==> src/rtl/decoder_pkg.sv <==
// Shared widths and helpers for the registered line-decoder family.
package decoder_pkg;

  localparam int unsigned SEL_W = 4;
  localparam int unsigned OUT_W = 16;

  // Returns the all-idle output vector for the chosen polarity.
  function automatic logic [OUT_W-1:0] onehot_idle(input logic active_low);
    return active_low ? '1 : '0;
  endfunction

endpackage

==> src/rtl/decoder_2x4.sv <==
// Combinational active-high 2-to-4 decoder leaf; reusable outside the 4x16 tree.
module decoder_2x4 (
  input  logic [1:0] A,
  input  logic       E,
  output logic [3:0] Q
);

  always_comb begin
    Q = '0;
    if (E) Q = 4'b0001 << A;
  end

endmodule

==> src/rtl/decoder_4x16.sv <==
// Registered 4-to-16 one-hot decoder with enable, built from a tree of 2-to-4 leaves.
module decoder_4x16 #(
  parameter bit ACTIVE_LOW = 1'b0
) (
  input  logic                          clk,
  input  logic                          rst,
  input  logic [decoder_pkg::SEL_W-1:0] X,
  input  logic                          En,
  output logic [decoder_pkg::OUT_W-1:0] Y,
  output logic                          Any
);
  import decoder_pkg::*;

  logic [3:0]       grp_en;
  logic [OUT_W-1:0] dec_hot;
  logic [OUT_W-1:0] y_d, y_q;
  logic             any_d, any_q;

  decoder_2x4 u_hi (
    .A (X[3:2]),
    .E (En),
    .Q (grp_en)
  );

  for (genvar k = 0; k < 4; k++) begin : g_lo
    decoder_2x4 u_lo (
      .A (X[1:0]),
      .E (grp_en[k]),
      .Q (dec_hot[4*k+3:4*k])
    );
  end

  // The tree is all-zero when En is low, so inverting it also yields IDLE.
  always_comb begin
    y_d   = ACTIVE_LOW ? ~dec_hot : dec_hot;
    any_d = En;
  end

  always_ff @(posedge clk) begin
    if (rst) begin
      y_q   <= onehot_idle(ACTIVE_LOW);
      any_q <= 1'b0;
    end else begin
      y_q   <= y_d;
      any_q <= any_d;
    end
  end

  assign Y   = y_q;
  assign Any = any_q;

endmodule

==> config.mk <==
export PLATFORM = sky130hd
export DESIGN_NAME = decoder_4x16
export DESIGN_NICKNAME = d
export VERILOG_FILES = /design/src/rtl/decoder_pkg.sv /design/src/rtl/decoder_2x4.sv /design/src/rtl/decoder_4x16.sv
export SDC_FILE = /design/constraint.sdc
export NUM_CORES = 1
export LEC_CHECK = 0
export BUFFER_PORTS_ARGS = -buffer_cell sky130_fd_sc_hd__buf_2
export CORE_AREA = 2 2 39 41
export CTS_BUF_LIST = sky130_fd_sc_hd__clkbuf_4
export DETAILED_ROUTE_END_ITERATION = 10
export DIE_AREA = 0 0 41 43
export PLACE_DENSITY = 0.65
export SYNTH_ARGS = -nofsm -noshare
export SYNTH_HDL_FRONTEND = slang
export SYNTH_SLANG_ARGS = --single-unit
==> constraint.sdc <==
create_clock -name clk -period 2.9 [get_ports clk]
set_clock_uncertainty 0.05 [all_clocks]
set_input_delay 0.58 -clock clk [delete_from_list [all_inputs] [get_ports clk]]
set_output_delay 0.58 -clock clk [all_outputs]
set_load 0.02 [all_outputs]
======== Yosys cells after proc, flatten, opt, wreduce, memory -nomap -nowiden ========
Index checks and enable logic that the tools add are counted.
storage, ports and cells
  register bits ........................... 17
  input port bits ......................... 7
  logic and storage cells ................. 16
cells by class
  reductions and logical operators ........ 4
  bitwise operators ....................... 4
  multiplexer cells ....................... 1
  shift operators ......................... 2
operator list
  kind                                                                count
  2-bit OR reduction                                                  4
  1-bit by 2-bit << shifter with 4-bit output (first input constant)  2
  4-bit two-way mux                                                   1
  1-bit NOT                                                           4

======== Depth between registers and ports, before layout ========
Gate-level depths: netlist of run 1.
  word-level depth ........................ 4
  gate-level depth with buffers ........... 2

======== By module ========
A second synthesis of run 1 with hierarchy kept.
unflattened totals
  cells, all modules ...................... 55
  area, all modules ....................... 663.1 um2
modules (own cells, without submodules)
  module        times used  area an instance (um2)  seq. area each (um2)  cells an instance
  decoder_4x16  1           475.5                   340.3                 35
  decoder_2x4   5           37.5                    0.0                   4

======== Worst setup path after synthesis of run 1 ========
No wires, ideal clock.
  path kind ............................... input to register
  from .................................... input rst
  to ...................................... register y_q[0] (netlist: Y[0])
  path slack .............................. 1.562 ns
  cell stages on the path ................. 2
  library setup time ...................... 0.073 ns
  data arrival time ....................... 1.215 ns
  data required time ...................... 2.777 ns
  cell sequence ........................... or4b_4 -> nor3_2
between the ends
  longest elaborated chain between the ends .. 1
RTL lines
  item                          line                source
  from (decl)                   decoder_4x16.sv:6   input logic rst,
  2-bit OR reduction (no line)  -
  to (signal assigned)          decoder_4x16.sv:41  y_q <= onehot_idle(ACTIVE_LOW);
  to (signal assigned)          decoder_4x16.sv:44  y_q <= y_d;
  to (decl)                     decoder_4x16.sv:16  logic [OUT_W-1:0] y_d, y_q;
Every way passes these cells.
A chain may end at the register's enable or synchronous reset.

======== Final worst setup path of run 1 ========
  from .................................... register y_q[0] (netlist: Y[0])
  to ...................................... output Y[0] (netlist bit)
RTL lines
  item       line               source
  to (decl)  decoder_4x16.sv:9  output logic [decoder_pkg::OUT_W-1:0] Y,
No word-level cell between the ends.

==> results.yml, run 1 <==
run_status:
  outcome: "finished, final reports clean"
synth:
  yosys.area.top_type_share: 0.712
  synth_sequential_area_ratio: 0.712
  synth.area.top_cells: "dfxtp_1 71%, nor2_1 9.4%, nand4bb_1 4.7%"
  synthesis.nets: 48
  synthesized_area_um2: 478
  synthCells: 41
  yosys_warnings: 0
  synth_seq_cells: 17
  avgSynthCellArea_um2: 11.7
  synth_area_leader_cell: "dfxtp_1"
  synth.lib_cells_used.distinct: 10
setup_path:
  crit_fanout: 1
  startpoint_type: "flop"
  setup.worst_path.end_class: "output pin"
  critical_path_required_ns: 2.27
  cp_data_arrival_time_ns: 0.76
  list_of_cells_traversed_by_the_critical_path: "buf_2"
  worstPathBufferInverterCount: 1
  cell_type_group_with_the_largest_total_delay_on_the_critical_path: "flip-flops"
  crit_path_top_delay_cell: "dfxtp_1"
  timing.critical_path.slowest_cell_delay_ns: 0.32
  criticalPathCategory: "reg2out"
sta:
  slew_headroom: 0.850
  period_share: 0.479
  setup_total_negative_slack_ns: 0
  report.final.hold_viol_count: 0
  worst-slew-pin-transition_ns: 0.224
  max_freq_mhz: 720
  grt_setup_unrepaired: "false"
  maxSlewViolCount: 0
  setup_viol: 0
  period_needed_ns: 1.39
power_and_ir_drop:
  p_int_w: 0.000296
  seq_power_share: 0.622
  switching_part_of_the_total_power: 0.222
  vdd.ir_drop.worst_mv: 0.285
  leakage_nw: 0.310
  comb_power_share: 0.062
  report.power.total_w: 0.000381
  p_clk_frac: 0.316
  pwr_density_cell_mw_per_mm2: 594
  netSwitchingPower_w: 0.0000845
detailed_routing:
  viasPerCell: 4.36
  number_of_design_rule_violations_left_by_the_first_detailed_router_iteration: 0
  vias: 366
  drt_first_pass_iters: 1
  total_wirelength_of_the_detailed_routed_design_um: 866
  detailed_route_wire_length_per_cell_um: 10.3
  drcViolationCount: 0
  postRouteAntennaNets: 0
final_layout:
  nets_final: 76
  drive_above_1_share: 0.426
  multiInputGateArea_um2: 138
  area_delta_synth_final_pct: 34.0
  final.fill_count: 145
  final_core_utilization: 0.463
  sequential_cell_area_um2: 340
  insertedDiodeCount: 0
floorplanning:
  die_wd_um: 41
  boundaryPins: 24
  placeable_core_area_mm2: 0.00138
  die_y_um: 43
  initial_utilization: 0.345
  floorplan.die_area_mm2: 0.00176
  floorplan.rows: 14
clocking:
  h-tree-depth: 1
  clkSlewWorstSetupHoldPaths_ns: 0.10
  cts-root-buf: "clkbuf_4"
  cts_buffer_depth: 2
  cts_resized: 0
  cts-hold-fix-buffers: 0
  numCtsBuffers: 3
  cts_tree: "yes"
  cts_setup_buffers: 0
  clkSinkCount: 17
hold_path:
  worstHoldEndpoint: "Any"
  hold_path.class: "in2reg"
  hold_depth: 2
  min_from: "rst"
global_route:
  globalRouteOverflowTotal: 0
  grt_util_all_layers: 0.122
  pin_count_of_the_biggest_net_entering_global_routing: 11
  grt_first_pass_wirelength_mm: 1.38
  grt_antenna_before_repair: 0
  first_global_vias: 337
place:
  dp.final_hpwl_um: 668
  place.port_buffers: 23
  gpl.final_weighted_congestion: 0.723
job:
  timing.max_cap.violations: 0
-- cell usage after synthesis (all sizes together) --
master,count
nand4b,1
nor2,12
nor2b,1
nand4bb,2
nand2,1
dfxtp,17
or4b,1
nand2b,2
nor3,4
-- power groups by stage --
stage / Combinational (W) / Clock [W] / Sequential, W
final: 0.0000236 / 0.000120 / 0.000237
after global routing: 0.0000262 / 0.000132 / 0.000237
after CTS: 0.0000239 / 0.000127 / 0.000237
after detailed placement: 0.0000239 / 0 / 0.000242
after global placement: 0.0000235 / 0 / 0.000242
after floorplan: 0.00000739 / 0 / 0.000246
-- how the worst max path moves through the flow --
stage | start | endpoint | slack [ns] | cells past startpoint
6_report | Y[0] | Y[0] | 1.51 | 1
2_1_floorplan | rst | Y[0] | 1.56 | 2
5_1_grt | Y[1] | Y[1] | 1.47 | 1
3_3_place_gp | rst | Y[5] | 1.40 | 3
3_5_place_dp | rst | Y[5] | 1.39 | 3
4_1_cts | Y[1] | Y[1] | 1.49 | 1
-- routing by layer --
metal,wire length [um],global-route usage
met4,19,0.100
met5,0,0
met2,399,0.172
met1,393,0.146
met3,54,0.0314
-- cell families after synthesis --
| family | after synthesis | share of synthesized area |
|---|---|---|
| DFF | 17 | 0.712 |
| and+or+nand+nor | 24 | 0.288 |
-- sequential cells by signal, indices dropped and copies added, names as in the netlist --
name  flops
Any       1
Y        16
-- metrics by stage --
step / area, um^2 / setup WS, ns / instances / hold slack [ns]
final: 641 / 1.51 / 84 / 0.443
after global placement: 613 / 1.40 / 80 / 0.739
after floorplan: 478 / 1.56 / 41 / 0.599
after detailed placement: 613 / 1.39 / 80 / 0.742
after global routing: 641 / 1.47 / 84 / 0.447
after CTS: 641 / 1.49 / 84 / 0.432
-- layout by cell type (no fill, tap or decap), types with 2 or more instances in the layout --
master     count
buf_2         23
dfxtp_1       17
nor2_1        12
nor3_1         3
clkbuf_4       3
nand2b_1       2
nand4bb_1      2
-- cell type report --
| type | instances | area share |
|---|---|---|
| clock buffers | 3 | 0.0352 |
| clock inverters | 1 | 0.00781 |
| multi-input cells | 24 | 0.215 |
| flip-flops and latches | 17 | 0.531 |
| well taps | 16 | 0.0313 |
| repair buffers | 23 | 0.180 |
No activity file was read; power rests on OpenSTA's default activity.
==> run 2, diff against run 1 <==
--- a/config.mk
+++ b/config.mk
@@ -10,7 +10,7 @@
 export CTS_BUF_LIST = sky130_fd_sc_hd__clkbuf_4
 export DETAILED_ROUTE_END_ITERATION = 10
 export DIE_AREA = 0 0 41 43
-export PLACE_DENSITY = 0.65
+export PLACE_DENSITY = 0.68
 export SYNTH_ARGS = -nofsm -noshare
 export SYNTH_HDL_FRONTEND = slang
 export SYNTH_SLANG_ARGS = --single-unit
==> constraint.sdc (replaced) <==
create_clock -name clk -period 1.2 [get_ports clk]
set_clock_uncertainty 0.05 [all_clocks]
set_input_delay 0.24 -clock clk [delete_from_list [all_inputs] [get_ports clk]]
set_output_delay 0.24 -clock clk [all_outputs]
set_load 0.02 [all_outputs]
==> run 2 against run 1 <==
Against the previous run: largest cell class unchanged; hold slack got worse by 0.34 ns; non-clock buffer count unchanged; largest power group unchanged; sequential power increased by 140%; utilization increased by 0.18 points.
==> results.yml, run 2 (same netlist as run 1, synthesis figures left out) <==
detailed_routing:
  viasPerCell: 4.52
  drt_first_pass_iters: 4
  postRouteAntennaNets: 0
  number_of_design_rule_violations_left_by_the_first_detailed_router_iteration: 1
  total_wirelength_of_the_detailed_routed_design_um: 858
  vias: 380
  drcViolationCount: 0
  detailed_route_wire_length_per_cell_um: 10.2
clocking:
  numCtsBuffers: 3
  cts-hold-fix-buffers: 0
  cts_tree: "yes"
  clkSinkCount: 17
  h-tree-depth: 1
  cts-root-buf: "clkbuf_4"
  cts_buffer_depth: 2
  cts_resized: 0
  clkSlewWorstSetupHoldPaths_ns: 0.09
  cts_setup_buffers: 0
final_layout:
  multiInputGateArea_um2: 138
  final_cell_mix: "23 x buf_2, 17 x dfxtp_1, 12 x nor2_1, 4 x clkbuf_4, 3 x nor3_1"
  fin_cells: 84
  nets_final: 76
  insertedDiodeCount: 0
  drive_above_1_share: 0.426
  area_delta_synth_final_pct: 34.6
  largest_register_ffs: 16
  final_core_utilization: 0.465
  most_common_cell_after_layout_fill_and_taps_aside: "buf_2"
  sequential_cell_area_um2: 340
  final.fill_count: 151
global_route:
  first_global_vias: 319
  grt_antenna_before_repair: 0
  globalRouteOverflowTotal: 0
  pin_count_of_the_biggest_net_entering_global_routing: 10
  grt_first_pass_wirelength_mm: 1.37
  grt_util_all_layers: 0.120
setup_path:
  cp_data_arrival_time_ns: 0.75
  worstPathBufferInverterCount: 1
  timing.critical_path.slowest_cell_delay_ns: 0.32
  cell_type_group_with_the_largest_total_delay_on_the_critical_path: "flip-flops"
  critical_path_required_ns: 0.91
  setup.worst_path.end_class: "output pin"
  criticalPathCategory: "reg2out"
  crit_path_top_delay_cell: "dfxtp_1"
  crit_fanout: 1
  worstSetupPathDepth: 1
  startpoint_type: "flop"
  list_of_cells_traversed_by_the_critical_path: "buf_2"
power_and_ir_drop:
  switching_part_of_the_total_power: 0.210
  vdd.ir_drop.worst_mv: 0.581
  pwr_density_cell_mw_per_mm2: 1460
  comb_power_share: 0.060
  netSwitchingPower_w: 0.000198
  p_int_w: 0.000744
  seq_power_share: 0.608
  report.power.total_w: 0.000941
  p_clk_frac: 0.332
  leakage_nw: 0.310
floorplanning:
  die_wd_um: 41
  boundaryPins: 24
  placeable_core_area_mm2: 0.00138
  die_y_um: 43
  floorplan.rows: 14
  floorplan.die_area_mm2: 0.00176
  initial_utilization: 0.345
sta:
  period_share: 0.869
  maxSlewViolCount: 0
  period_needed_ns: 1.04
  worst-slew-pin-transition_ns: 0.244
  setup_viol: 0
  max_freq_mhz: 958
  report.final.hold_viol_count: 0
  setup_total_negative_slack_ns: 0
  finalWorstSetupSlack_ns: 0.157
  grt_setup_unrepaired: "false"
  slew_headroom: 0.837
run_status:
  outcome: "finished, final reports clean"
hold_path:
  hold_depth: 2
  hold_path.class: "in2reg"
job:
  timing.max_cap.violations: 0
place:
  gpl.final_weighted_congestion: 0.741
  place.port_buffers: 23
  placement.setup.worst_slack_ns: 0.0288
  placed_cells: 80
  dp.final_hpwl_um: 646
## run 2: changes by cell type in the layout (fill, tap and decap cells not counted), sizes merged
| cell | before | now |
|---|---|---|
| clkbuf | 3 | 4 |
| clkinv | 1 | 0 |
## run 2: metrics by stage
stage / instance area (um^2) / hold WS [ns]
final: 643 / 0.104
after global routing: 643 / 0.0945
after CTS: 643 / 0.0901
after detailed placement: 613 / 0.401
after global placement: 613 / 0.398
after floorplan: 478 / 0.259
## run 2: layer usage
metal | up-vias | wire length, um | share of wire | global-route usage
met4 | 0 | 17 | 0.020 | 0.100
met5 | - | 0 | 0 | 0
met3 | 2 | 66 | 0.077 | 0.0471
li1 | 192 | - | - | -
met2 | 15 | 390 | 0.45 | 0.147
met1 | 171 | 385 | 0.45 | 0.158
## run 2: cell type report
class | count | share of cell area
multi-input cells | 24 | 0.214
well taps | 16 | 0.0311
repair buffers | 23 | 0.179
clock buffers | 4 | 0.0467
flip-flops and latches | 17 | 0.529
## run 2: worst paths after layout
path	from	to	slack [ns]
hold / removal	rst	Any	0.10
setup / recovery	Y[5]	Y[5]	0.16
## run 2: power groups by stage
| stage | registers, W | clock network (W) | logic [W] |
|---|---|---|---|
| final | 0.000572 | 0.000312 | 0.0000567 |
| after global routing | 0.000573 | 0.000362 | 0.0000614 |
| after CTS | 0.000572 | 0.000329 | 0.0000569 |
| after detailed placement | 0.000585 | 0 | 0.0000568 |
| after global placement | 0.000585 | 0 | 0.0000562 |
| after floorplan | 0.000595 | 0 | 0.0000179 |
==> run 3, diff against run 2 <==
==> constraint.sdc (replaced) <==
create_clock -name clk -period 0.9 [get_ports clk]
set_clock_uncertainty 0.05 [all_clocks]
set_input_delay 0.09 -clock clk [delete_from_list [all_inputs] [get_ports clk]]
set_output_delay 0.09 -clock clk [all_outputs]
set_load 0.02 [all_outputs]
==> run 3 against run 2 <==
Against the previous run: global-route usage is 1.6 points higher; critical path depth unchanged; clock-buffer cell count is 1 lower; critical endpoint is now Y[9]; largest cell class unchanged; largest power group unchanged.
==> results.yml, run 3 (same netlist as run 1, synthesis figures left out) <==
floorplanning:
  boundaryPins: 24
  floorplan.die_area_mm2: 0.00176
  die_wd_um: 41
  initial_utilization: 0.345
  placeable_core_area_mm2: 0.00138
  die_y_um: 43
  floorplan.rows: 14
sta:
  finalWorstSetupSlack_ns: 0.0223
  max_freq_mhz: 1140
  period_needed_ns: 0.878
  period_share: 0.975
  holdWs_ns: 0.0195
  slew_headroom: 0.845
  report.final.hold_viol_count: 0
  maxSlewViolCount: 0
  worst-slew-pin-transition_ns: 0.232
  setup_viol: 0
  grt_setup_unrepaired: "true"
clocking:
  cts_tree: "yes"
  cts_buffer_depth: 2
  clkSlewWorstSetupHoldPaths_ns: 0.10
  h-tree-depth: 1
  numCtsBuffers: 3
  cts-root-buf: "clkbuf_4"
  clkSinkCount: 17
  cts_setup_buffers: 0
global_route:
  globalRouteOverflowTotal: 0
  pin_count_of_the_biggest_net_entering_global_routing: 11
  first_global_vias: 377
  grt_util_all_layers: 0.137
  grt_antenna_before_repair: 0
  grt_first_pass_wirelength_mm: 1.59
final_layout:
  drive_above_1_share: 0.653
  area_delta_synth_final_pct: 73.8
  final.fill_count: 125
  final_cell_mix: "17 x dfxtp_2, 17 x buf_6, 12 x nor2_1, 6 x buf_2, 4 x dlygate4sd3_1"
  fin_cells: 91
  largest_register_ffs: 16
  nets_final: 83
  insertedDiodeCount: 0
  fin_area_um2: 831
detailed_routing:
  vias: 405
  number_of_design_rule_violations_left_by_the_first_detailed_router_iteration: 6
  detailed_route_wire_length_per_cell_um: 11.4
  drcViolationCount: 0
  total_wirelength_of_the_detailed_routed_design_mm: 1.04
  postRouteAntennaNets: 0
  viasPerCell: 4.45
  drt_first_pass_iters: 4
setup_path:
  startpoint_type: "flop"
  worstPathBufferInverterCount: 1
  cell_type_group_with_the_largest_total_delay_on_the_critical_path: "flip-flops"
  timing.critical_path.slowest_cell_delay_ns: 0.33
  worstSetupPathDepth: 1
  crit_path_top_delay_cell: "dfxtp_2"
  list_of_cells_traversed_by_the_critical_path: "buf_6"
  setup.worst_path.end_class: "output pin"
  criticalPathCategory: "reg2out"
  cp_data_arrival_time_ns: 0.74
  crit_fanout: 1
  critical_path_required_ns: 0.76
job:
  timing.max_cap.violations: 0
place:
  place.port_buffers: 23
  dp.final_hpwl_um: 695
  gpl.final_weighted_congestion: 0.692
  placed_cells: 83
  placement.setup.worst_slack_ns: -0.107
  placedInstanceArea_um2: 636
run_status:
  outcome: "finished, final reports clean"
hold_path:
  hold_depth: 3
  hold_path.class: "in2reg"
power_and_ir_drop:
  vdd.ir_drop.worst_mv: 0.763
  pwr_density_cell_mw_per_mm2: 1520
  leakage_nw: 0.360
==> run 3: cell types whose count changed in the layout (fill, tap and decap cells not counted) <==
cell	before	now
clkbuf_4	4	3
buf_2	23	6
buf_4	0	3
dfxtp_2	0	17
dfxtp_1	17	0
clkinv_2	0	1
buf_6	0	17
dlygate4sd3_1	0	4
==> run 3: power breakdown <==
part | total, W | switching (W) | internal (W) | leakage [nW]
clock | 0.000384 | 0.000219 | 0.000165 | 0.0177
combinational | 0.000111 | 0.0000517 | 0.0000592 | 0.197
sequential | 0.000767 | 0.00000444 | 0.000762 | 0.146
total | 0.00126 | 0.000275 | 0.000986 | 0.360
==> run 3: cell type report <==
| class | instances | area, um^2 | share of cell area |
|---|---|---|---|
| Clock buffer | 3 | 22.5 | 0.0271 |
| Clock inverter | 1 | 5.00 | 0.00602 |
| Multi-Input combinational cell | 24 | 138 | 0.166 |
| Sequential cell | 17 | 362 | 0.435 |
| Tap cell | 16 | 20.0 | 0.0241 |
| Timing Repair Buffer | 30 | 284 | 0.342 |
==> run 3: tightest hold or removal path, delay by kind of cell <==
family        cells  cell delay, ns
buf+inv           2            0.20
simple gates      1            0.04
==> run 3: routing by layer <==
metal / track usage / vias to the layer above / routed length, um
li1: - / 205 / -
met1: 0.171 / 181 / 432
met2: 0.194 / 17 / 529
met3: 0.0471 / 2 / 58
met4: 0.0800 / 0 / 14
met5: 0 / - / 0
==> run 3: through the flow <==
step           total power (W)   util  TNS (ns)
5_1_grt                0.00133  0.600   -0.0299
3_5_place_dp          0.000866  0.459    -0.432
4_1_cts                0.00128  0.541         0
2_1_floorplan         0.000817      -         0
3_3_place_gp          0.000866  0.459    -0.287
6_report               0.00126  0.600         0
==> run 3: what timing repair did <==
item                                    in CTS  in global routing
resized for setup                           17                 34
endpoints found under the setup margin      13                 17
hold buffers                                 4                  0
endpoints found under the hold margin        2                  0
==> run 3: path summary, 6_finish.rpt <==
check	slack (ns)	end	startpoint
max	0.02	Y[9]	Y[9]
min	0.02	Any	rst
